--- src/rtl/demux_pkg.sv ---
// Shared constants and types for the registered 1-to-4 demux.
// Feature macro: DEMUX_1TO4_REG_STATS_EN (per-channel transfer counters).
package demux_pkg;

  localparam int unsigned NUM_OUT = 4;
  localparam int unsigned SEL_W   = 2;
  localparam int unsigned CNT_W   = 16;

  typedef logic [SEL_W-1:0] sel_t;

  typedef enum logic {
    SLOT_EMPTY = 1'b0,
    SLOT_FULL  = 1'b1
  } slot_state_e;

  // Increment that sticks at all-ones instead of wrapping.
  function automatic logic [CNT_W-1:0] sat_inc(input logic [CNT_W-1:0] v);
    return (&v) ? v : v + CNT_W'(1);
  endfunction

endpackage

--- src/rtl/demux_slot.sv ---
// One-entry output slot: EMPTY/FULL state, held payload, optional drain counter.
// Feature macro: DEMUX_1TO4_REG_STATS_EN enables the saturating counter.
module demux_slot
  import demux_pkg::*;
#(
  parameter int unsigned DATA_W = 8
) (
  input  logic              clk,
  input  logic              rst_n,
  input  logic              i_load,
  input  logic              i_drain,
  input  logic [DATA_W-1:0] i_data,
  output logic              o_valid,
  output logic [DATA_W-1:0] o_data,
  output logic [CNT_W-1:0]  o_cnt
);

  slot_state_e       r_state;
  slot_state_e       w_state_nxt;
  logic [DATA_W-1:0] r_data;

  always_ff @(posedge clk) begin
    if (!rst_n) begin
      r_state <= SLOT_EMPTY;
      r_data  <= '0;
    end else begin
      r_state <= w_state_nxt;
      if (i_load) r_data <= i_data;
    end
  end

  // A load always wins over a drain so back-to-back beats keep the slot FULL.
  always_comb begin
    w_state_nxt = r_state;
    case (r_state)
      SLOT_EMPTY: if (i_load) w_state_nxt = SLOT_FULL;
      SLOT_FULL:  if (i_drain && !i_load) w_state_nxt = SLOT_EMPTY;
      default:    w_state_nxt = SLOT_EMPTY;
    endcase
  end

  assign o_valid = (r_state == SLOT_FULL);
  assign o_data  = r_data;

`ifdef DEMUX_1TO4_REG_STATS_EN
  logic [CNT_W-1:0] r_cnt;

  always_ff @(posedge clk) begin
    if (!rst_n)       r_cnt <= '0;
    else if (i_drain) r_cnt <= sat_inc(r_cnt);
  end

  assign o_cnt = r_cnt;
`else
  assign o_cnt = '0;
`endif

endmodule

--- src/rtl/demux_1to4_reg.sv ---
// Registered 1-to-4 demultiplexer with independent one-entry slots per channel.
// Feature macro: DEMUX_1TO4_REG_STATS_EN enables xfer_cnt; otherwise it reads 0.
module demux_1to4_reg
  import demux_pkg::*;
#(
  parameter int unsigned DATA_W = 8
) (
  input  logic                       clk,
  input  logic                       rst_n,
  input  logic [DATA_W-1:0]          in_data,
  input  sel_t                       in_sel,
  input  logic                       in_valid,
  output logic                       in_ready,
  output logic [NUM_OUT*DATA_W-1:0]  out_data,
  output logic [NUM_OUT-1:0]         out_valid,
  input  logic [NUM_OUT-1:0]         out_ready,
  output logic [NUM_OUT*CNT_W-1:0]   xfer_cnt
);

  logic               w_accept;
  logic [NUM_OUT-1:0] w_load;
  logic [NUM_OUT-1:0] w_drain;

  // Only the addressed slot decides acceptance; other channels cannot stall it.
  always_comb begin
    in_ready = !out_valid[in_sel] || out_ready[in_sel];
    w_accept = in_valid && in_ready;
  end

  for (genvar k = 0; k < NUM_OUT; k++) begin : g_slot
    assign w_load[k]  = w_accept && (in_sel == SEL_W'(k));
    assign w_drain[k] = out_valid[k] && out_ready[k];

    demux_slot #(
      .DATA_W (DATA_W)
    ) u_slot (
      .clk     (clk),
      .rst_n   (rst_n),
      .i_load  (w_load[k]),
      .i_drain (w_drain[k]),
      .i_data  (in_data),
      .o_valid (out_valid[k]),
      .o_data  (out_data[k*DATA_W +: DATA_W]),
      .o_cnt   (xfer_cnt[k*CNT_W +: CNT_W])
    );
  end

endmodule

--- config.mk ---
export PLATFORM = sky130hd
export DESIGN_NAME = demux_1to4_reg
export DESIGN_NICKNAME = d
export VERILOG_FILES = /design/src/rtl/demux_pkg.sv /design/src/rtl/demux_slot.sv /design/src/rtl/demux_1to4_reg.sv
export SDC_FILE = /design/constraint.sdc
export NUM_CORES = 1
export LEC_CHECK = 0
export CAP_MARGIN = 10
export CORE_ASPECT_RATIO = 1.25
export CORE_MARGIN = 4
export CORE_UTILIZATION = 34
export DETAILED_ROUTE_END_ITERATION = 12
export DONT_BUFFER_PORTS = 1
export PLACE_DENSITY = 0.48
export SYNTH_ARGS = -nofsm -noshare
export SYNTH_HDL_FRONTEND = slang
export SYNTH_SLANG_ARGS = --single-unit
--- constraint.sdc ---
create_clock -name clk -period 3.7 [get_ports clk]
set_clock_uncertainty 0.1 [all_clocks]
set_input_delay 1.11 -clock clk [delete_from_list [all_inputs] [get_ports clk]]
set_output_delay 1.11 -clock clk [all_outputs]
set_load 0.02 [all_outputs]
==> impl_metrics.tcl, run 1 <==
set metrics [dict create \
    outcome "finished clean" \
    rsz0062_at_grt "false" \
    die_y_microns 91.68 \
    cts_tree "yes" \
    power_density_mw_per_mm2 459.3 \
    yosysTopAreaCellShare_pct 37.84 \
    crit_buf_inv 0 \
    final_common_cell "conb_1" \
    min_to "g_slot[3].u_slot.o_data[7]$_SDFFE_PN0P_" \
    hold_path_startpoint "g_slot[3].u_slot.o_data[7]$_SDFFE_PN0P_" \
    port_buffers 0 \
    ys_types 18 \
    path_max_fanout 3 \
    row_count 30 \
    finalSetupViolations 0 \
    cts_hold_buffers 0 \
    arrival_ns 1.84 \
    hp-class "reg -> reg" \
    crit_required_ns 2.49 \
    diodes 0 \
    final_cell_area_sq_mm 0.001755 \
    numCtsBuffers 5 \
    ys_warn_count 0 \
    worst-slew-pin-transition_ns 0.6769 \
    grt_pass1_wl_microns 5720 \
    synth_area_leader_cell "dfxtp_1" \
    path_class "in -> out" \
    synth_seq_area_share_pct 37.84 \
    period_share_pct 82.52 \
    cts-root-buf "clkbuf_8" \
    fin_crit_ns 3.053 \
    grt_pass1_vias 978 \
    ys_ff_latch 36 \
    route.detailed.drc 0 \
    maxCapViolCount 0 \
    avgRoutedWirePerCell_microns 14.47 \
    first_iter_violations 15 \
    grt_use_total_pct 11.28 \
    clock_latency_ns 0.28 \
    areaGrowthSynthToFinish_pct -7.819 \
    maxSlewViolCount 0 \
    grt_max_degree 45 \
    cts_sinks 36 \
    vias 1085 \
    viasPerCell 4.110 \
    dieArea_sq_mm 0.006870 \
    grt_overflow_total 0 \
    crit_family "multiplexers" \
    hold_violations 0 \
    critPathMaxStageDelay_ns 0.57 \
    drt_first_pass_iters 2 \
    synth_cells 204 \
    whs_path_depth 2 \
    dpl-instance-area_sq_mm 0.001667 \
    drive_gt1_share_pct 6.500 \
    fp.dieW_microns 74.94 \
    ant_nets 0 \
    dp_hpwl_microns 2734 \
    r2r_start "g_slot[0].u_slot.o_valid$_SDFF_PN0_" \
    path_cells "nand2b_1, mux4_2" \
    slew-limit-headroom_pct 54.74 \
    fin_nets 216 \
    endpoint_kind "output pin" \
    fp.coreArea_sq_mm 0.005443 \
    start_kind "input pin" \
    synth_area_sq_mm 0.001904 \
    clockBufferDepth 2 \
    post_synth.cell_area_avg_sq_um 9.335 \
    r2r-end "g_slot[0].u_slot.o_data[5]$_SDFFE_PN0P_" \
    io_pins 118 \
    r2r_cells 3 \
    antenna_found_initial 0 \
    cts.htree.levels 2 \
    regToRegSetupSlack_ns 2.16 \
    ys_top_cells_by_area "dfxtp_1 (38%), buf_4 (27%), mux2i_1 (17%)" \
    postCtsSetupRepairBufs 0 \
    initial_utilization_pct 34.99 \
    totalWireLength_microns 3820 \
    fmax_mhz 327.5 \
    cellLeakagePower_nw 0.7769 \
    crit_path_top_delay_cell "mux4_2" \
    ir_worst_vdd_mv 0.1522 \
    layout_common_cells "conb_1 (64), nand2_1 (42), dfxtp_1 (36)" \
    setup-tns-final_ns 0 \
    cts-resized-gates 0 \
    clkTransAtPathRegs_ns 0.08 \
    gp_congestion 0.6367 \
]
report_power, final:
| part | internal [mW] | total [mW] | leakage (nW) | switching [mW] |
|---|---|---|---|---|
| Clock | 0.134 | 0.282 | 0.0414 | 0.148 |
| Sequential | 0.401 | 0.427 | 0.293 | 0.0261 |
| Combinational | 0.0177 | 0.0967 | 0.443 | 0.0790 |
| Total | 0.553 | 0.806 | 0.777 | 0.254 |
worst max path at each step:
stage,start,end,slack [ns],cells past startpoint
2_1_floorplan,out_ready[3],in_ready,0.70,2
4_1_cts,out_ready[3],in_ready,0.64,2
5_1_grt,out_ready[3],in_ready,0.63,2
6_report,out_ready[3],in_ready,0.65,2
3_5_place_dp,out_ready[3],in_ready,0.65,2
3_3_place_gp,out_ready[0],in_ready,0.67,2
sequential cells by signal, summed over array words and instances, names as in the netlist:
signal / flops
g_slot.u_slot.o_data: 32
g_slot.u_slot.o_valid: 4
per-stage QoR:
stage	setup WS (ns)	instances	util [%]	total power, mW	hold WS (ns)
3_3_place_gp	0.6671	256	30.62	0.5318	0.4473
3_5_place_dp	0.6483	256	30.62	0.5325	0.4486
5_1_grt	0.6344	264	32.25	0.8493	0.4837
6_report	0.6467	264	32.25	0.8063	0.4597
2_1_floorplan	0.7042	267	-	0.5834	0.3879
4_1_cts	0.6430	264	32.25	0.8232	0.4673
cells in the mapped netlist (all sizes together):
library cell / number
dfxtp: 36
mux4: 1
nor2b: 3
buf: 75
clkbuf: 2
nand3b: 1
nand3: 1
and3: 1
conb: 1
mux2i: 32
nor3: 1
nand2: 42
o21a: 1
a21boi: 3
nand2b: 4
logic make-up after synthesis:
| group | share of synthesized area, % |
|---|---|
| other cells | 0.1969 |
| flops | 37.84 |
| buf+inv | 30.16 |
| simple gates | 12.22 |
| mux | 18.00 |
| compound gates | 1.577 |
routing by layer:
metal	up-vias	global-route usage [%]	share of wire [%]
met1	505	13.28	36
met4	0	4.006	1.4
met3	6	4.934	13
met5	-	0	0
met2	69	17.88	50
li1	505	-	-
cell type report:
type | instances | area (sq um)
clock buffer | 6 | 72.57
clock inverter | 2 | 16.27
fill | 584 | 3687
multi-input combinational | 154 | 850.8
sequential | 36 | 720.7
tap | 64 | 80.08
timing repair buffer | 2 | 15.01
Note: power is estimated with default switching activity, not from simulation.
==> run 2, diff against run 1 <==
--- a/config.mk
+++ b/config.mk
@@ -11,7 +11,7 @@
 export CORE_UTILIZATION = 34
 export DETAILED_ROUTE_END_ITERATION = 12
 export DONT_BUFFER_PORTS = 1
-export PLACE_DENSITY = 0.48
+export PLACE_DENSITY = 0.5
 export SYNTH_ARGS = -nofsm -noshare
 export SYNTH_HDL_FRONTEND = slang
 export SYNTH_SLANG_ARGS = --single-unit
==> constraint.sdc (replaced) <==
create_clock -name clk -period 2.4 [get_ports clk]
set_clock_uncertainty 0.1 [all_clocks]
set_input_delay 0.72 -clock clk [delete_from_list [all_inputs] [get_ports clk]]
set_output_delay 0.72 -clock clk [all_outputs]
set_load 0.02 [all_outputs]
==> run 2 against run 1 <==
Net effect: worst setup slack worse by 0.52 ns; flip-flop and latch count unchanged; first-iteration DRC count rose by 67%; sequential power rose by 54%; count of clock-buffer cells in the layout up 1; via count is 1.6% lower; highest routed layer unchanged.
==> impl_metrics.tcl, run 2 (synthesized netlist as in run 1, its figures left out) <==
set metrics [dict create \
    clkPwrFrac_pct 36.4 \
    viasPerCell 4.030 \
    row_count 30 \
    fp.coreArea_sq_mm 0.005443 \
    ir_worst_vdd_mv 0.2571 \
    power_density_mw_per_mm2 716.6 \
    path_max_fanout 3 \
    ant_nets 0 \
    drt_first_pass_iters 4 \
    dieArea_sq_mm 0.006870 \
    fmax_mhz 440.6 \
    gp_congestion 0.6564 \
    first_iter_violations 25 \
    dpl-instance-area_sq_mm 0.001682 \
    postCtsSetupRepairBufs 0 \
    p_sw_share_pct 29.11 \
    io_pins 118 \
    place_inst 258 \
    initial_utilization_pct 34.99 \
    start_kind "input pin" \
    arrival_ns 1.45 \
    grt_max_degree 45 \
    rsz0062_at_grt "false" \
    vias 1068 \
    switchingPower_mw 0.3709 \
    critPathMaxStageDelay_ns 0.57 \
    final_cell_area_sq_mm 0.001778 \
    period_share_pct 94.58 \
    path_class "in -> out" \
    numCtsBuffers 5 \
    avgRoutedWirePerCell_microns 14.05 \
    fp.dieW_microns 74.94 \
    grt_use_total_pct 10.68 \
    outcome "finished clean" \
    largest_reg_flops 32 \
    grt_overflow_total 0 \
    diodes 0 \
    crit_buf_inv 0 \
    maxCapViolCount 0 \
    dp_hpwl_microns 2721 \
    grt_pass1_wl_microns 5409 \
    num-fill-cells 583 \
    setup-tns-final_ns 0 \
    final_common_cell "conb_1" \
    crit_path_top_delay_cell "mux4_2" \
    crit_family "multiplexers" \
    crit_required_ns 1.58 \
    cts_sinks 36 \
    layout_common_cells "conb_1 (64), nand2_1 (42), dfxtp_1 (36)" \
    drive_gt1_share_pct 7.463 \
    cts.htree.levels 2 \
    pwr-share-seq_pct 51.7 \
    route.detailed.drc 0 \
    clkTransAtPathRegs_ns 0.07 \
    totalWireLength_microns 3723 \
    cts-root-buf "clkbuf_8" \
    p_int_mw 0.9031 \
    clockBufferDepth 2 \
    hold_violations 0 \
    grt_pass1_vias 974 \
    hp-class "reg -> reg" \
    path_cells "nand2b_1, mux4_2" \
    cts_tree "yes" \
    endpoint_kind "output pin" \
    cts-resized-gates 0 \
    port_buffers 0 \
    maxSlewViolCount 0 \
    cellLeakagePower_nw 0.7954 \
    finalSetupViolations 0 \
    antenna_found_initial 0 \
    die_y_microns 91.68 \
    clock_latency_ns 0.28 \
    combPwrFrac_pct 11.8 \
    fin_crit_ns 2.270 \
    fin_cells 265 \
    cts_hold_buffers 0 \
    fin_nets 218 \
    areaGrowthSynthToFinish_pct -6.636 \
]
## run 2: changes by cell type in the layout (fill, tap and decap cells not counted)
cell        previous run  this run
clkinvlp_4             1         0
buf_4                  2         4
clkinv_4               1         0
clkbuf_8               5         7
clkbuf_1               1         0
## run 2: power groups by stage
stage,clock (mW),combinational (mW),sequential (mW)
2_1_floorplan,0,0.234,0.665
3_3_place_gp,0,0.148,0.673
3_5_place_dp,0,0.149,0.673
4_1_cts,0.493,0.149,0.659
5_1_grt,0.517,0.165,0.662
6_report,0.464,0.151,0.659
## run 2: through the flow
| stage | utilization, % | hold WS [ns] | power [mW] | setup WS [ns] |
|---|---|---|---|---|
| after floorplan | - | 0.3879 | 0.8994 | 0.1842 |
| after global placement | 30.90 | 0.4446 | 0.8210 | 0.1467 |
| after detailed placement | 30.90 | 0.4475 | 0.8221 | 0.1290 |
| after CTS | 32.67 | 0.4409 | 1.302 | 0.1175 |
| after global routing | 32.67 | 0.4506 | 1.344 | 0.09796 |
| final | 32.67 | 0.4581 | 1.274 | 0.1302 |
## run 2: routing by layer
layer	vias to the layer above	GRT usage [%]	wire (microns)
met5	-	0	0
met4	0	4.006	54
met3	5	5.044	472
met2	72	16.50	1751
met1	485	12.64	1444
li1	506	-	-
## run 2: area by class of cell
type	count	area, sq um	share of cell area (%)
clock buffers	7	96.34	5.419
multi-input cells	154	850.8	47.85
well taps	64	80.08	4.504
repair buffers	4	30.03	1.689
flip-flops and latches	36	720.7	40.53
## run 2: path summary, 6_finish.rpt
check / start / slack, ns / endpoint / depth (start not counted)
worst max-delay path: out_ready[3] / 0.13 / in_ready / 2
worst min-delay path: g_slot[3].u_slot.o_data[2]$_SDFFE_PN0P_ / 0.46 / g_slot[3].u_slot.o_data[2]$_SDFFE_PN0P_ / 2
worst max register to register: g_slot[0].u_slot.o_valid$_SDFF_PN0_ / 0.93 / g_slot[0].u_slot.o_data[1]$_SDFFE_PN0P_ / 4
worst min register to register: g_slot[3].u_slot.o_data[2]$_SDFFE_PN0P_ / 0.46 / g_slot[3].u_slot.o_data[2]$_SDFFE_PN0P_ / 2
==> run 3, diff against run 2 <==
--- a/config.mk
+++ b/config.mk
@@ -11,7 +11,6 @@
 export CORE_UTILIZATION = 34
 export DETAILED_ROUTE_END_ITERATION = 12
 export DONT_BUFFER_PORTS = 1
-export PLACE_DENSITY = 0.5
 export SYNTH_ARGS = -nofsm -noshare
 export SYNTH_HDL_FRONTEND = slang
 export SYNTH_SLANG_ARGS = --single-unit
==> run 3 against run 2 <==
Net effect: sequential power is essentially flat; critical endpoint unchanged; sequential share of layout area is the same; cell area is the same.
==> impl_metrics.tcl, run 3 (synthesized netlist as in run 1, its figures left out) <==
set metrics [dict create \
    cts_hold_buffers 0 \
    start_kind "input pin" \
    drt_first_pass_iters 3 \
    largest_reg_flops 32 \
    ir_worst_vdd_mv 0.2727 \
    postCtsSetupRepairBufs 0 \
    fin_nets 218 \
    cts_tree "yes" \
    dp_hpwl_microns 2696 \
    grt_pass1_vias 949 \
    setup-tns-final_ns 0 \
    maxSlewViolCount 0 \
    r2r_start "g_slot[2].u_slot.o_valid$_SDFF_PN0_" \
    crit_family "multiplexers" \
    path_class "in -> out" \
    postLayoutCoreUtil_pct 32.67 \
    crit_path_top_delay_cell "mux4_2" \
    viasPerCell 4.060 \
    layout_common_cells "conb_1 (64), nand2_1 (42), dfxtp_1 (36)" \
    row_count 30 \
    outcome "finished clean" \
    hold-worst-slack_ns 0.4578 \
    grt_pass1_wl_microns 5181 \
    arrival_ns 1.44 \
    grt_use_total_pct 10.47 \
    clockBufferDepth 2 \
    crit_required_ns 1.58 \
    hold_violations 0 \
    drive_gt1_share_pct 7.463 \
    diodes 0 \
    endpoint_kind "output pin" \
    route.detailed.drc 0 \
    period_share_pct 94.14 \
    clkTransAtPathRegs_ns 0.07 \
    fmax_mhz 442.6 \
    antenna_found_initial 0 \
    grt_overflow_total 0 \
    maxCapViolCount 0 \
    path_cells "nand2b_1, mux4_2" \
    ff_latch_area_sq_um 720.7 \
    fp.coreArea_sq_mm 0.005443 \
    numCtsBuffers 5 \
    first_iter_violations 19 \
    multiInputGateArea_sq_um 850.8 \
    whs_path_depth 2 \
    ant_nets 0 \
    clock_latency_ns 0.28 \
    fp.dieW_microns 74.94 \
    vias 1076 \
    gp_congestion 0.6184 \
    cts-root-buf "clkbuf_8" \
    min_to "g_slot[3].u_slot.o_data[5]$_SDFFE_PN0P_" \
    io_pins 118 \
    cts.htree.levels 2 \
    rsz0062_at_grt "false" \
    avgRoutedWirePerCell_microns 13.83 \
    grt_max_degree 45 \
    regToRegSetupSlack_ns 1.07 \
    place_inst 258 \
    cellLeakagePower_nw 0.7944 \
    critPathMaxStageDelay_ns 0.57 \
    r2r-end "g_slot[2].u_slot.o_valid$_SDFF_PN0_" \
    hold_path_startpoint "g_slot[3].u_slot.o_data[5]$_SDFFE_PN0P_" \
    cts-resized-gates 0 \
    dieArea_sq_mm 0.006870 \
    die_y_microns 91.68 \
    hp-class "reg -> reg" \
    crit_buf_inv 0 \
    initial_utilization_pct 34.99 \
    port_buffers 0 \
    finalSetupViolations 0 \
    critPathLaunch "out_ready[3]" \
    final_common_cell "conb_1" \
    path_max_fanout 3 \
    areaGrowthSynthToFinish_pct -6.636 \
    r2r_cells 4 \
    fin_crit_ns 2.259 \
    cts_sinks 36 \
    power_density_mw_per_mm2 715.9 \
    totalWireLength_microns 3664 \
    num-fill-cells 566 \
    fin_cells 265 \
    fin_total_pwr_mw 1.273 \
]
==> run 3: how the worst max path moves through the flow <==
| stage | depth (start not counted) | end |
|---|---|---|
| floorplan | 2 | in_ready |
| finish | 2 | in_ready |
| global placement | 2 | in_ready |
| global route | 2 | in_ready |
| CTS | 2 | in_ready |
| detailed placement | 2 | in_ready |
==> run 3: report_power, final <==
group	internal, mW	total, mW	switching, mW
registers	0.619	0.659	0.0399
logic	0.0286	0.150	0.122
clock network	0.256	0.464	0.208
total	0.903	1.27	0.370
==> run 3: final cells by class <==
type / instances / share of cell area, %
multi-input cells: 154 / 47.85
flip-flops and latches: 36 / 40.53
clock buffers: 7 / 5.419
well taps: 64 / 4.504
repair buffers: 4 / 1.689
==> run 3: per-layer routing <==
layer	vias to the layer above	routed length [microns]	GRT usage, %
met3	5	510	5.263
li1	512	-	-
met4	0	51	3.561
met2	81	1735	15.84
met5	-	0	0
met1	478	1366	12.66
==> run 3: per-stage QoR <==
step	setup WS [ns]	cell area [sq um]
final	0.1406	1778
after CTS	0.1297	1778
after global routing	0.07615	1778
after floorplan	0.1842	2141
after global placement	0.1461	1682
after detailed placement	0.1346	1682
==> run 3: worst min-delay path, cell delays in order, from the launching register on <==
cell and delay [ns]:
dfxtp_1 0.38, nand2_1 0.08, mux2i_1 0.05
